<file path="config.mk">
export PLATFORM = sky130hd
export DESIGN_NAME = seg7_scan_driver
export DESIGN_NICKNAME = d
export VERILOG_FILES = /design/src/rtl/seg7_pkg.sv /design/src/rtl/hex_to_seg7.sv /design/src/rtl/seg7_scan_driver.sv
export SDC_FILE = /design/constraint.sdc
export NUM_CORES = 1
export LEC_CHECK = 0
export ABC_AREA = 1
export CAP_MARGIN = 20
export CELL_PAD_IN_SITES_DETAIL_PLACEMENT = 1
export CELL_PAD_IN_SITES_GLOBAL_PLACEMENT = 2
export CORE_MARGIN = 3
export CORE_UTILIZATION = 32
export CTS_CLUSTER_SIZE = 28
export DETAILED_ROUTE_END_ITERATION = 16
export GPL_ROUTABILITY_DRIVEN = 0
export PLACE_DENSITY = 0.91
export SLEW_MARGIN = 20
export SYNTH_ARGS = -nofsm -noshare
export SYNTH_HDL_FRONTEND = slang
export SYNTH_SLANG_ARGS = --single-unit
export TNS_END_PERCENT = 100
</file>
<file path="constraint.sdc">
create_clock -name clk -period 3.9 [get_ports clk]
set_input_delay 1.17 -clock clk [delete_from_list [all_inputs] [get_ports clk]]
set_output_delay 1.17 -clock clk [all_outputs]
set_load 0.05 [all_outputs]
</file>
<file path="src/rtl/seg7_pkg.sv">
// Shared 7-segment encoding and sizing helpers for the scan driver.
package seg7_pkg;

    localparam logic [6:0] SEG_DARK = 7'b1111111;

    // Active-low patterns, bit order {g,f,e,d,c,b,a}; entry 0 sits in the LSBs.
    localparam logic [15:0][6:0] SEG_LUT = {
        7'b0001110, 7'b0000110, 7'b0100001, 7'b1000110,   // F E d C
        7'b0000011, 7'b0001000, 7'b0010000, 7'b0000000,   // b A 9 8
        7'b1111000, 7'b0000010, 7'b0010010, 7'b0011001,   // 7 6 5 4
        7'b0110000, 7'b0100100, 7'b1111001, 7'b1000000    // 3 2 1 0
    };

    function automatic int slot_width(input int digits);
        return (digits > 1) ? $clog2(digits) : 1;
    endfunction

endpackage

</file>
<file path="src/rtl/hex_to_seg7.sv">
// Hex nibble to active-low 7-segment pattern (g..a).
module hex_to_seg7
    import seg7_pkg::*;
(
    input  logic [3:0] i_nib,
    output logic [6:0] o_seg
);

    assign o_seg = SEG_LUT[i_nib];

endmodule

</file>
<file path="src/rtl/seg7_scan_driver.sv">
// Time-multiplexed 7-segment scanner with shadowed display data,
// per-slot dead-time and optional leading-zero suppression.
module seg7_scan_driver
    import seg7_pkg::*;
#(
    parameter int DIGITS         = 8,
    parameter int SCAN_DIV       = 50000,
    parameter int DEAD           = 2,
    parameter int SEG_ACTIVE_LOW = 1,
    parameter int AN_ACTIVE_LOW  = 1,
    parameter int SW             = slot_width(DIGITS)
) (
    input  logic                  clk,
    input  logic                  rst,
    input  logic                  load,
    input  logic [4*DIGITS-1:0]   value,
    input  logic [DIGITS-1:0]     dp,
    input  logic [DIGITS-1:0]     blank,
    input  logic                  lzs,
    output logic [6:0]            seg,
    output logic                  seg_dp,
    output logic [DIGITS-1:0]     an,
    output logic [SW-1:0]         slot_o
);

    localparam int              PW      = $clog2(SCAN_DIV);
    localparam logic [DIGITS-1:0] AN_OFF  = (AN_ACTIVE_LOW != 0) ? '1 : '0;
    localparam logic [6:0]      SEG_XOR = (SEG_ACTIVE_LOW != 0) ? '0 : '1;
    localparam logic            DP_XOR  = (SEG_ACTIVE_LOW == 0);

    logic [PW-1:0]         r_presc;
    logic [SW-1:0]         r_slot;
    logic [4*DIGITS-1:0]   r_value;
    logic [DIGITS-1:0]     r_dp;
    logic [DIGITS-1:0]     r_blank;
    logic                  r_lzs;
    logic [6:0]            r_seg;
    logic                  r_seg_dp;
    logic [DIGITS-1:0]     r_an;

    logic                  w_wrap;
    logic [PW-1:0]         w_presc_nxt;
    logic [SW-1:0]         w_slot_nxt;
    logic [4*DIGITS-1:0]   w_val_sh;
    logic [DIGITS-1:0]     w_dp_sh;
    logic [DIGITS-1:0]     w_an_on;
    logic [3:0]            w_nib;
    logic [6:0]            w_pat;
    logic                  w_supp;
    logic                  w_dark;

    assign w_wrap      = (r_presc == PW'(SCAN_DIV - 1));
    assign w_presc_nxt = w_wrap ? '0 : r_presc + PW'(1);
    assign w_slot_nxt  = !w_wrap ? r_slot :
                         (r_slot == SW'(DIGITS - 1)) ? '0 : r_slot + SW'(1);

    // Outputs are registered from the next scan position, so an/seg line up with slot_o.
    assign w_val_sh = r_value >> {w_slot_nxt, 2'b00};
    assign w_dp_sh  = r_dp >> w_slot_nxt;
    assign w_nib    = w_val_sh[3:0];
    assign w_an_on  = {{(DIGITS-1){1'b0}}, 1'b1} << w_slot_nxt;

    // Suppressed when this digit and everything above it is zero with no dp lit.
    assign w_supp = r_lzs && (w_slot_nxt != '0) && (w_val_sh == '0) && (w_dp_sh == '0);
    assign w_dark = (int'(w_presc_nxt) < DEAD) || r_blank[w_slot_nxt] || w_supp;

    hex_to_seg7 u_dec (
        .i_nib (w_nib),
        .o_seg (w_pat)
    );

    always_ff @(posedge clk or posedge rst) begin
        if (rst) begin
            r_presc  <= '0;
            r_slot   <= '0;
            r_value  <= '0;
            r_dp     <= '0;
            r_blank  <= '1;
            r_lzs    <= 1'b0;
            r_an     <= AN_OFF;
            r_seg    <= SEG_DARK ^ SEG_XOR;
            r_seg_dp <= 1'b1 ^ DP_XOR;
        end else begin
            r_presc  <= w_presc_nxt;
            r_slot   <= w_slot_nxt;
            if (load) begin
                r_value <= value;
                r_dp    <= dp;
                r_blank <= blank;
                r_lzs   <= lzs;
            end
            r_an     <= w_dark ? AN_OFF : (AN_OFF ^ w_an_on);
            r_seg    <= (w_dark ? SEG_DARK : w_pat) ^ SEG_XOR;
            r_seg_dp <= (w_dark ? 1'b1 : ~w_dp_sh[0]) ^ DP_XOR;
        end
    end

    assign seg    = r_seg;
    assign seg_dp = r_seg_dp;
    assign an     = r_an;
    assign slot_o = r_slot;

endmodule

</file>
==> metrics.cfg, run 1 <==
[sta]
maxSlewHeadroom = 0.3320
grt_setup_unrepaired = false
period_share = 0.8744
hold_viol = 0
fin_setup_tns_ns = 0
fin_worst_skew_ns = 0.01172
fmax_mhz = 293.2
final_max_slew_viol_count = 0
layout_min_cycle_time_ns = 3.410
tightest_slew_ns = 1.002
setup-violations-final = 0

[floorplanning]
die_h_microns = 132.4
initial_core_util = 0.3311
dieArea_sq_um = 17520
core_area_sq_um = 15430
rows = 45
num_io_pins = 71
die_x_microns = 132.4

[logic_synthesis]
netlist.area_leader.share = 0.2939
synth-seq-area-share = 0.4173
synth_area_per_cell_sq_um = 7.884
synthTopCellsByArea = dfrtp_1 29%, nand2_1 15%, dfstp_2 12%, nand3_1 6.1%, inv_1 5.4%
synth-seq-cells = 84
syn_nets = 709
ys_types = 38
yosys.area.top_type = dfrtp_1
syn_inst = 648
synth_warnings = 0
synth.cell_area_sq_um = 5109

[power_and_ir_drop]
power_density_nw_per_um2 = 348.0
total_power_mw = 2.164
peakVddDrop_v = 0.0002098
p_leak_nw = 3.023

[critical_path]
critPathMaxFanout = 24
critPathArrivalTime_ns = 3.69
crit-reg2reg-launch = slot_o[0]$_DFF_PP0_
worstPathRequired_ns = 4.18
rrSetupSlack_ns = 0.49
critPathLaunchType = flop
crit_type = reg2reg
critPathCaptureType = flop
timing.rr.end = an[0]$_DFF_PP1_
reg2regPathDepth = 21

[min_path]
worstHoldStart = r_presc[0]$_DFF_PP0_
min_path_type = reg2reg
hold_end = r_presc[0]$_DFF_PP0_
holdPathStages = 1

[global_route]
antenna_found_initial = 0
gr-total-overflow = 0
grt_util_met1 = 0.2139
grt_pass1_vias = 4926
grt_max_degree = 58
groute.usage.overall = 0.1766
grt_first_pass_wirelength_microns = 24950
grt_util_met3 = 0.03740
globalRoute.busiestLayer = met2
met2_usage = 0.3165

[clock_tree]
cts_root_buf = clkbuf_16
clock_latency_ns = 0.35
cts_sinks = 84
cts_buffer_depth = 2
cts_buffers = 9
htree_levels = 3
cts_setup_buffers = 0
clkTransAtPathRegs_ns = 0.06
cts_resized = 0
cts_tree = yes
cts_hold_buffers = 0

[flow_run]
drv_cap = 0

[routing]
wl_per_cell_microns = 15.87
ant_nets = 0
viasPerCell = 4.771
routed_wl_microns = 14710
dr.pass1.iters = 4
drc = 0
num_vias = 4423
drtIter0Drc = 154

[final_layout]
multiInputGateArea_sq_um = 2514
drive_gt1_frac = 0.1690
diodes = 0
nNetsFinal = 772
regArea_sq_um = 2132
fillers = 1876
final_common_cell = nand2_1
syn_to_final_growth_pct = 21.70
final_cell_mix = 206 x nand2_1, 72 x inv_1, 69 x clkdlybuf4s50_1

[status]
outcome = finished, final reports clean

[place]
numPortBuffers = 70
hpwl_microns = 11420

==> logic make-up (layout without fill, tap and decap cells) <==
kind of cell,after synthesis,after routing,share of synthesized area
AO/OA/AOI/OAI,46,46,0.05119
multiplexers,22,22,0.04849
adder cells (fa/ha/maj),9,9,0.02204
XOR/XNOR,3,3,0.005144
AND/OR/NAND/NOR,383,383,0.3652
flip-flops,84,84,0.4173
buffers and inverters,101,169,0.09062
==> cell type report <==
| class | count | share of cell area |
|---|---|---|
| Tap cell | 211 | 0.04246 |
| Inverter | 80 | 0.04931 |
| Multi-Input combinational cell | 463 | 0.4043 |
| Clock buffer | 13 | 0.04025 |
| Clock inverter | 3 | 0.003220 |
| Timing Repair Buffer | 73 | 0.1175 |
| Sequential cell | 84 | 0.3429 |
==> where the power goes <==
group          internal [mW]  switching, mW  total [mW]
Clock                  0.450          0.347       0.797
Sequential             0.949         0.0359       0.984
Combinational          0.155          0.228       0.383
Total                   1.55          0.610        2.16
==> per-stage QoR <==
stage,cells,util,setup slack (ns),hold WS [ns],cell area (sq um)
2_1_floorplan,648,-,0.6026,0.4282,5109
3_3_place_gp,911,0.3855,0.6749,0.4501,5947
3_5_place_dp,911,0.3855,0.4780,0.4636,5947
4_1_cts,927,0.4030,0.4553,0.4800,6217
5_1_grt,927,0.4030,0.06287,0.5003,6217
6_report,927,0.4030,0.4898,0.4755,6217
==> critical path: stages (launching register included) <==
cell      delay, ns
dfrtp_1        0.48
ha_1           0.25
ha_1           0.18
nor2_1         0.21
nand3_4        0.17
nand2_4        0.26
nand2_1        0.10
nand2_1        0.09
nand2_1        0.07
nand2_1        0.09
nand2_1        0.06
nand2_1        0.18
ha_1           0.21
nand2_1        0.06
nor2_1         0.08
nand2_1        0.05
nand3b_1       0.16
nor2_2         0.12
nand3_2        0.10
nor2_4         0.13
nand2_4        0.15
nand3_1        0.14
==> cell usage after synthesis <==
| master | count |
|---|---|
| nand3_4 | 1 |
| nor2_8 | 1 |
| dfstp_2 | 24 |
| nand3_1 | 62 |
| buf_1 | 2 |
| nor3_1 | 3 |
| nor4_1 | 3 |
| buf_4 | 4 |
| or2_2 | 1 |
| dfrtp_1 | 60 |
| and2_1 | 1 |
| nand3b_1 | 2 |
| nor2_4 | 7 |
| a21oi_1 | 4 |
| inv_2 | 4 |
| ha_1 | 9 |
| xor2_1 | 3 |
| o21ai_1 | 2 |
| nand2_8 | 1 |
| o21bai_1 | 3 |
| inv_1 | 73 |
| o22ai_1 | 1 |
| nand2_4 | 10 |
| nand4_1 | 5 |
| o2111ai_1 | 3 |
| nand2_2 | 8 |
| nand2_1 | 206 |
| nor2_2 | 3 |
| mux2_2 | 22 |
| buf_6 | 7 |
| nand3_2 | 18 |
| o21ai_0 | 32 |
| clkbuf_1 | 7 |
| o21ai_4 | 1 |
| nor2_1 | 51 |
| clkinv_1 | 1 |
| buf_8 | 1 |
| inv_4 | 2 |
==> worst max-delay path by stage <==
| stage | endpoint | cells past startpoint | slack [ns] | startpoint |
|---|---|---|---|---|
| 2_1_floorplan | r_dp[0]$_DFFE_PP0P_ | 1 | 0.60 | rst |
| 3_3_place_gp | seg[6]$_DFF_PP1_ | 21 | 0.67 | slot_o[0]$_DFF_PP0_ |
| 3_5_place_dp | an[0]$_DFF_PP1_ | 21 | 0.48 | slot_o[0]$_DFF_PP0_ |
| 4_1_cts | an[0]$_DFF_PP1_ | 21 | 0.46 | slot_o[0]$_DFF_PP0_ |
| 5_1_grt | an[0]$_DFF_PP1_ | 21 | 0.06 | slot_o[0]$_DFF_PP0_ |
| 6_report | an[0]$_DFF_PP1_ | 21 | 0.49 | slot_o[0]$_DFF_PP0_ |
==> sequential cells by signal, summed over array words and instances (netlist names) <==
register / count
an: 8
seg_dp: 1
seg: 7
slot_o: 3
r_lzs: 1
r_blank: 8
r_presc: 16
r_dp: 8
r_value: 32
==> layer usage <==
metal  wire [microns]  vias up  share of wire
li1                 -     2173              -
met1             6451     2162           0.44
met2             7589       67           0.52
met3              392       21          0.027
met4              278        0          0.019
met5                0        -              0
(Power assumes the default switching activity.)
==> run 2: changes to the inputs <==
--- a/config.mk
+++ b/config.mk
@@ -6,7 +6,7 @@
 export NUM_CORES = 1
 export LEC_CHECK = 0
 export ABC_AREA = 1
-export CAP_MARGIN = 20
+export CAP_MARGIN = 40
 export CELL_PAD_IN_SITES_DETAIL_PLACEMENT = 1
 export CELL_PAD_IN_SITES_GLOBAL_PLACEMENT = 2
 export CORE_MARGIN = 3
==> run 2 against run 1 <==
Maximum frequency is essentially flat. Utilization grew 0.13 points. Via count fell by 0.50%. Largest power group unchanged. Critical path depth is the same. Sequential power about the same.
==> metrics.cfg, run 2 (synthesized netlist as in run 1, its figures left out) <==
[sta]
hold_viol = 0  ; unchanged
setup-violations-final = 0  ; unchanged
grt_setup_unrepaired = false
layout_min_cycle_time_ns = 3.408  ; -0.002522 ns
fmax_mhz = 293.5  ; about the same
worst_slack_ns = 0.4923  ; +0.002522 ns
period_share = 0.8738  ; about the same
tightest_slew_ns = 0.6623  ; -0.3398 ns
holdWs_ns = 0.4829  ; +0.007436 ns
fin_worst_skew_ns = 0.009560  ; -0.002164 ns
fin_setup_tns_ns = 0  ; unchanged
maxSlewHeadroom = 0.5580  ; +0.2260
final_max_slew_viol_count = 0  ; unchanged

[clock_tree]
cts_setup_buffers = 0  ; unchanged
cts_buffers = 9  ; unchanged
cts_hold_buffers = 0  ; unchanged
cts_root_buf = clkbuf_16
cts_tree = yes
cts_buffer_depth = 2  ; unchanged
clkTransAtPathRegs_ns = 0.07  ; about the same
htree_levels = 3  ; unchanged
clock_latency_ns = 0.35  ; about the same
cts_resized = 0  ; unchanged
cts_sinks = 84  ; unchanged

[floorplanning]
die_h_microns = 132.4  ; unchanged
initial_core_util = 0.3311  ; unchanged
num_io_pins = 71  ; unchanged
core_area_sq_um = 15430  ; unchanged
dieArea_sq_um = 17520  ; unchanged
die_x_microns = 132.4  ; unchanged
rows = 45  ; unchanged

[routing]
drtIter0Drc = 175  ; +14%
viasPerCell = 4.742  ; -0.60%
wl_per_cell_microns = 15.80  ; -0.41%
dr.pass1.iters = 4  ; unchanged
num_vias = 4401  ; -0.50%
drc = 0  ; unchanged
ant_nets = 0  ; unchanged
routed_wl_microns = 14670  ; -0.30%

[critical_path]
critPathLaunchType = flop
critPathCaptureType = flop
rrSetupSlack_ns = 0.49  ; about the same
critPathArrivalTime_ns = 3.69  ; about the same
max_stage_delay_ns = 0.48  ; about the same
crit_slowest_cell = dfrtp_1
critPathMaxFanout = 24  ; unchanged
worstPathRequired_ns = 4.18  ; about the same
path_common_cell = nand2_1
cp_num_cells = 21  ; unchanged
reg2regPathDepth = 21  ; unchanged
critPathTopFamily = simple AND/OR/NAND/NOR gates
path_cells = ha_1 -> ha_1 -> nor2_1 -> nand3_4 -> nand2_4 -> nand2_1 -> nand2_1 -> nand2_1 -> nand2_1 -> nand2_1 -> nand2_1 -> ha_1 -> nand2_1 -> nor2_1 -> nand2_1 -> nand3b_1 -> nor2_2 -> nand3_2 -> nor2_4 -> nand2_4 -> nand3_1
crit_type = reg2reg
critPathBufInv = 0  ; unchanged

[final_layout]
diodes = 0  ; unchanged
largest_register_ffs = 32  ; unchanged
syn_to_final_growth_pct = 22.09
drive_gt1_frac = 0.1702  ; +0.001159
fillers = 1892  ; +0.85%
top_regs = r_value: 32 flops, r_presc: 16 flops
final_cell_mix = 206 x nand2_1, 72 x inv_1, 69 x clkdlybuf4s50_1
final_common_cell = nand2_1
nNetsFinal = 773  ; +0.13%
top_register = r_value

[flow_run]
drv_cap = 0  ; unchanged

[power_and_ir_drop]
peakVddDrop_v = 0.0002127  ; +1.4%
power_density_nw_per_um2 = 347.7  ; -0.11%
p_leak_nw = 3.033  ; +0.31%

[min_path]
min_path_type = reg2reg
holdPathStages = 1  ; unchanged

[global_route]
grt_first_pass_wirelength_microns = 24850  ; -0.42%
grt_max_degree = 48  ; -17%
gr-total-overflow = 0  ; unchanged
grt_pass1_vias = 4855  ; -1.4%
antenna_found_initial = 0  ; unchanged
groute.usage.overall = 0.1766  ; about the same

[status]
outcome = finished, final reports clean

[place]
place_ws_ns = 0.4819  ; +0.003939 ns
hpwl_microns = 11500  ; +0.69%
numPortBuffers = 70  ; unchanged

==> run 2: cell count changes in the layout (fill, tap and decap cells not counted), sizes merged <==
cell	delta
buf	+1
==> run 2: layout make-up <==
class / count / area, sq um / share of cell area
Tap cell: 211 / 264.0 / 0.04233
Inverter: 80 / 306.5 / 0.04915
Multi-Input combinational cell: 463 / 2514 / 0.4030
Clock inverter: 3 / 20.02 / 0.003210
Sequential cell: 84 / 2132 / 0.3418
Clock buffer: 13 / 250.2 / 0.04012
Timing Repair Buffer: 74 / 750.7 / 0.1204
==> run 2: where the power goes <==
part	internal (mW)	total, mW	switching, mW
clock	0.450	0.801	0.350
combinational	0.157	0.383	0.227
sequential	0.949	0.984	0.0359
==> run 2: final timing paths <==
check | start | end
max in group asynchronous | rst | seg_dp$_DFF_PP1_
hold reg to reg | r_presc[0]$_DFF_PP0_ | r_presc[0]$_DFF_PP0_
setup reg to reg | slot_o[0]$_DFF_PP0_ | an[7]$_DFF_PP1_
min in group asynchronous | rst | r_value[2]$_DFFE_PP0P_
setup / recovery | slot_o[0]$_DFF_PP0_ | an[7]$_DFF_PP1_
hold / removal | r_presc[0]$_DFF_PP0_ | r_presc[0]$_DFF_PP0_
==> run 2: stage by stage <==
stage,util,instances,total power [mW],area [sq um]
CTS,0.4043,928,2.201,6237
global route,0.4043,928,2.283,6237
finish,0.4043,928,2.168,6237
global placement,0.3855,911,1.374,5947
floorplan,-,648,1.230,5109
detailed placement,0.3868,912,1.388,5967
==> run 2: routing by layer <==
metal / vias to the layer above / share of wire / GRT usage
met5: - / 0 / 0
met4: 0 / 0.018 / 0.05600
li1: 2180 / - / -
met3: 21 / 0.027 / 0.03397
met2: 62 / 0.52 / 0.3114
met1: 2138 / 0.44 / 0.2174
==> run 3: changes to the inputs <==
--- a/config.mk
+++ b/config.mk
@@ -5,12 +5,11 @@
 export SDC_FILE = /design/constraint.sdc
 export NUM_CORES = 1
 export LEC_CHECK = 0
-export ABC_AREA = 1
 export CAP_MARGIN = 40
 export CELL_PAD_IN_SITES_DETAIL_PLACEMENT = 1
 export CELL_PAD_IN_SITES_GLOBAL_PLACEMENT = 2
 export CORE_MARGIN = 3
-export CORE_UTILIZATION = 32
+export CORE_UTILIZATION = 35
 export CTS_CLUSTER_SIZE = 28
 export DETAILED_ROUTE_END_ITERATION = 16
 export GPL_ROUTABILITY_DRIVEN = 0
==> run 3 against run 2 <==
Power grew 3.8%. Flip-flop and latch count is the same. Worst setup slack lost 0.42 ns. First-iteration DRC count shrank 13%. Die area shrank 18%. Register-to-register slack lost 0.42 ns. Combinational power shrank 5%. Clock power grew 9.0%. Sequential power is essentially flat. Non-clock buffer count grew 34.
==> metrics.cfg, run 3 <==
[status]
outcome = finished, final reports clean

[logic_synthesis]
synthTopCellsByArea = dfrtp_1 33%, dfstp_2 14%, mux2_2 13%, mux2i_1 4.0%, nand2_1 3.4%
synth-seq-cells = 84  ; unchanged
yosys.area.top_type = dfrtp_1
synth-xor-area-share = 0.02515  ; +0.02000
synth_simple_gate_area_frac = 0.1766  ; -0.1886
syn_nets = 473  ; -33%
muxShareOfSynthArea = 0.1799  ; +0.1314
synth_commonest_cells = 60 x dfrtp_1, 54 x mux2_2, 41 x nand2_1
ys_types = 61  ; +61%
synth_edf_count = 0  ; unchanged
synth-seq-area-share = 0.4708  ; +0.05351
synth_adder_area_share = 0.02487  ; +0.002826
syn_inst = 412  ; -36%
netlist.area_leader.share = 0.3316  ; +0.03768
synth-compound-area-share = 0.07875  ; +0.02756
async_reset_ff_frac = 1.000  ; unchanged
synth_warnings = 0  ; unchanged
synth_area_per_cell_sq_um = 10.99  ; +39%
postSynth.topFlopCell = dfrtp_1
synth_top_family_by_area = multiplexers
synth_most_common_cell = dfrtp_1
synth.cell_area_sq_um = 4528  ; -11%

[place]
placed_area_sq_um = 5533  ; -7.3%
numPortBuffers = 70  ; unchanged
hpwl_microns = 9162  ; -20%

[sta]
layout_min_cycle_time_ns = 3.828  ; +0.4204 ns
hold_viol = 0  ; unchanged
period_share = 0.9815  ; +0.1078
fin_setup_tns_ns = 0  ; unchanged
maxSlewHeadroom = 0.5560  ; -0.001931
fmax_mhz = 261.2  ; -11%
setup-violations-final = 0  ; unchanged
holdWs_ns = 0.4995  ; +0.01658 ns
final_max_slew_viol_count = 0  ; unchanged
fin_worst_skew_ns = 0.006048  ; -0.003512 ns
tightest_slew_ns = 0.6652  ; +0.002892 ns

[critical_path]
max_stage_delay_ns = 0.61  ; +0.13 ns
path_cells = or4b_4 -> or4_4 -> o21a_4 -> buf_6 -> mux2_4 -> o22ai_2 -> a221oi_2 -> inv_1 -> ha_4 -> nand3b_1 -> a211oi_2 -> nor4b_4 -> o2111ai_2 -> nand4b_4 -> buf_6 -> nand3b_1
crit_slowest_cell = or4b_4
worstPathRequired_ns = 4.18  ; about the same
crit-reg2reg-launch = r_presc[5]$_DFF_PP0_
critPathBufInv = 3  ; +3
critPathMaxFanout = 7  ; -71%
critPathTopFamily = simple AND/OR/NAND/NOR gates
critPathLaunchType = flop
critPathCaptureType = flop
timing.rr.end = an[3]$_DFF_PP1_
critPathArrivalTime_ns = 4.11  ; +0.42 ns
crit_type = reg2reg
reg2regPathDepth = 16  ; -24%
rrSetupSlack_ns = 0.07  ; -0.42 ns

[final_layout]
syn_to_final_growth_pct = 33.52
diodes = 0  ; unchanged
final_cell_mix = 69 x clkdlybuf4s50_1, 58 x dfrtp_1, 53 x mux2_2
top_regs = r_value: 32 flops, r_presc: 16 flops
final_area_sq_um = 6046  ; -3.1%
final_common_cell = clkdlybuf4s50_1
largest_register_ffs = 32  ; unchanged
drive_gt1_frac = 0.3249  ; +0.1547
final_util = 0.4911  ; +0.08676
top_register = r_value
nNetsFinal = 570  ; -26%

[global_route]
groute.usage.overall = 0.1804  ; +0.003851
antenna_found_initial = 0  ; unchanged
grt_first_pass_wirelength_microns = 20340  ; -18%
grt_max_degree = 48  ; unchanged
grt_pass1_vias = 3834  ; -21%
gr-total-overflow = 0  ; unchanged

[power_and_ir_drop]
peakVddDrop_v = 0.0002337  ; +9.9%
power_switching_mw = 0.5839  ; -4.7%
p_int_mw = 1.667  ; +7.2%
p_clk_frac = 0.388  ; +0.019
power_density_nw_per_um2 = 372.3  ; +7.1%
p_seq_frac = 0.450  ; -0.004
p_leak_nw = 2.478  ; -18%
sw_frac_of_total = 0.2594  ; -0.02325
pwr-share-comb = 0.162  ; -0.015

[floorplanning]
die_x_microns = 119.7  ; -9.5%
num_io_pins = 71  ; unchanged
die_h_microns = 119.7  ; -9.5%
dieArea_sq_um = 14340  ; -18%
initial_core_util = 0.3678  ; +0.03664
core_area_sq_um = 12310  ; -20%
rows = 40  ; -11%

[routing]
routed_wl_microns = 12690  ; -14%
drc = 0  ; unchanged
dr.pass1.iters = 4  ; unchanged
num_vias = 3610  ; -18%
drtIter0Drc = 153  ; -13%
ant_nets = 0  ; unchanged
viasPerCell = 5.293  ; +12%
wl_per_cell_microns = 18.60  ; +18%

[flow_run]
drv_cap = 0  ; unchanged

[clock_tree]
cts_buffer_depth = 2  ; unchanged
cts_tree = yes
htree_levels = 3  ; unchanged
cts_root_buf = clkbuf_16
cts_sinks = 84  ; unchanged
cts_hold_buffers = 0  ; unchanged
clkTransAtPathRegs_ns = 0.06  ; about the same
clock_latency_ns = 0.35  ; about the same
cts_buffers = 9  ; unchanged

[min_path]
worstHoldStart = r_presc[0]$_DFF_PP0_
holdPathStages = 1  ; unchanged
hold_end = r_presc[0]$_DFF_PP0_
min_path_type = reg2reg

-- run 3: cell types whose count changed after synthesis, moves of 7 or more --
| cell | before | now |
|---|---|---|
| nand3_1 | 62 | 22 |
| nand3_2 | 18 | 0 |
| inv_1 | 73 | 7 |
| nor2_4 | 7 | 0 |
| nand2_4 | 10 | 0 |
| nor2_1 | 51 | 25 |
| nand2_1 | 206 | 41 |
| o21ai_0 | 32 | 11 |
| or3_1 | 0 | 9 |
| mux2_2 | 22 | 54 |
| mux2i_1 | 0 | 18 |
| nand2_2 | 8 | 0 |
| nor3_1 | 3 | 14 |
-- run 3: logic make-up (layout without fill, tap and decap cells) --
| logic type | after synthesis | after routing |
|---|---|---|
| flip-flops | 84 | 84 |
| AO/OA/AOI/OAI | 50 | 50 |
| XOR/XNOR | 13 | 13 |
| buffers and inverters | 31 | 133 |
| adder cells (fa/ha/maj) | 9 | 9 |
| multiplexers | 74 | 74 |
| AND/OR/NAND/NOR | 151 | 151 |
-- run 3: worst max-delay path by stage --
stage | start | to | slack [ns] | cells after the start
6_report | r_presc[5]$_DFF_PP0_ | an[3]$_DFF_PP1_ | 0.07 | 16
5_1_grt | r_presc[5]$_DFF_PP0_ | an[3]$_DFF_PP1_ | -0.08 | 16
4_1_cts | r_presc[7]$_DFF_PP0_ | seg[1]$_DFF_PP1_ | 0.004 | 16
3_5_place_dp | r_presc[11]$_DFF_PP0_ | seg[0]$_DFF_PP1_ | -0.11 | 16
3_3_place_gp | r_presc[11]$_DFF_PP0_ | seg[0]$_DFF_PP1_ | 0.05 | 16
2_1_floorplan | r_presc[4]$_DFF_PP0_ | an[5]$_DFF_PP1_ | -0.15 | 20
-- run 3: layout make-up --
| cell class | count | area, sq um |
|---|---|---|
| inverters | 9 | 55.05 |
| clock inverters | 5 | 50.05 |
| clock buffers | 11 | 252.7 |
| repair buffers | 108 | 1017 |
| flip-flops and latches | 84 | 2135 |
| fillers | 1354 | 6266 |
| well taps | 168 | 210.2 |
| multi-input cells | 297 | 2326 |
-- run 3: through the flow --
stage	power, mW	setup slack [ns]	cells
after detailed placement	1.372	-0.1130	655
after global routing	2.344	-0.07610	682
after floorplan	1.223	-0.1494	412
final	2.251	0.07196	682
after CTS	2.265	0.004492	676
after global placement	1.358	0.04958	654
-- run 3: per-layer routing --
| metal | wire length [microns] | vias up | GRT usage |
|---|---|---|---|
| met3 | 553 | 28 | 0.03817 |
| li1 | - | 1696 | - |
| met5 | 0 | - | 0 |
| met4 | 352 | 0 | 0.07946 |
| met2 | 6174 | 85 | 0.2970 |
| met1 | 5603 | 1801 | 0.2290 |
-- run 3: timing repair --
| item | CTS | global route |
|---|---|---|
| setup endpoints to repair | 15 | 16 |
| buffers inserted | 5 | 6 |
| pin swaps | 6 | 5 |
| gates resized for setup | 10 | 17 |
-- run 3: power by group through the flow --
| stage | clock network (mW) | registers [mW] | logic [mW] |
|---|---|---|---|
| after floorplan | 0 | 1.05 | 0.169 |
| after global placement | 0 | 1.03 | 0.332 |
| after detailed placement | 0 | 1.03 | 0.345 |
| after global routing | 0.928 | 1.02 | 0.394 |
| final | 0.873 | 1.01 | 0.365 |
| after CTS | 0.893 | 1.01 | 0.359 |
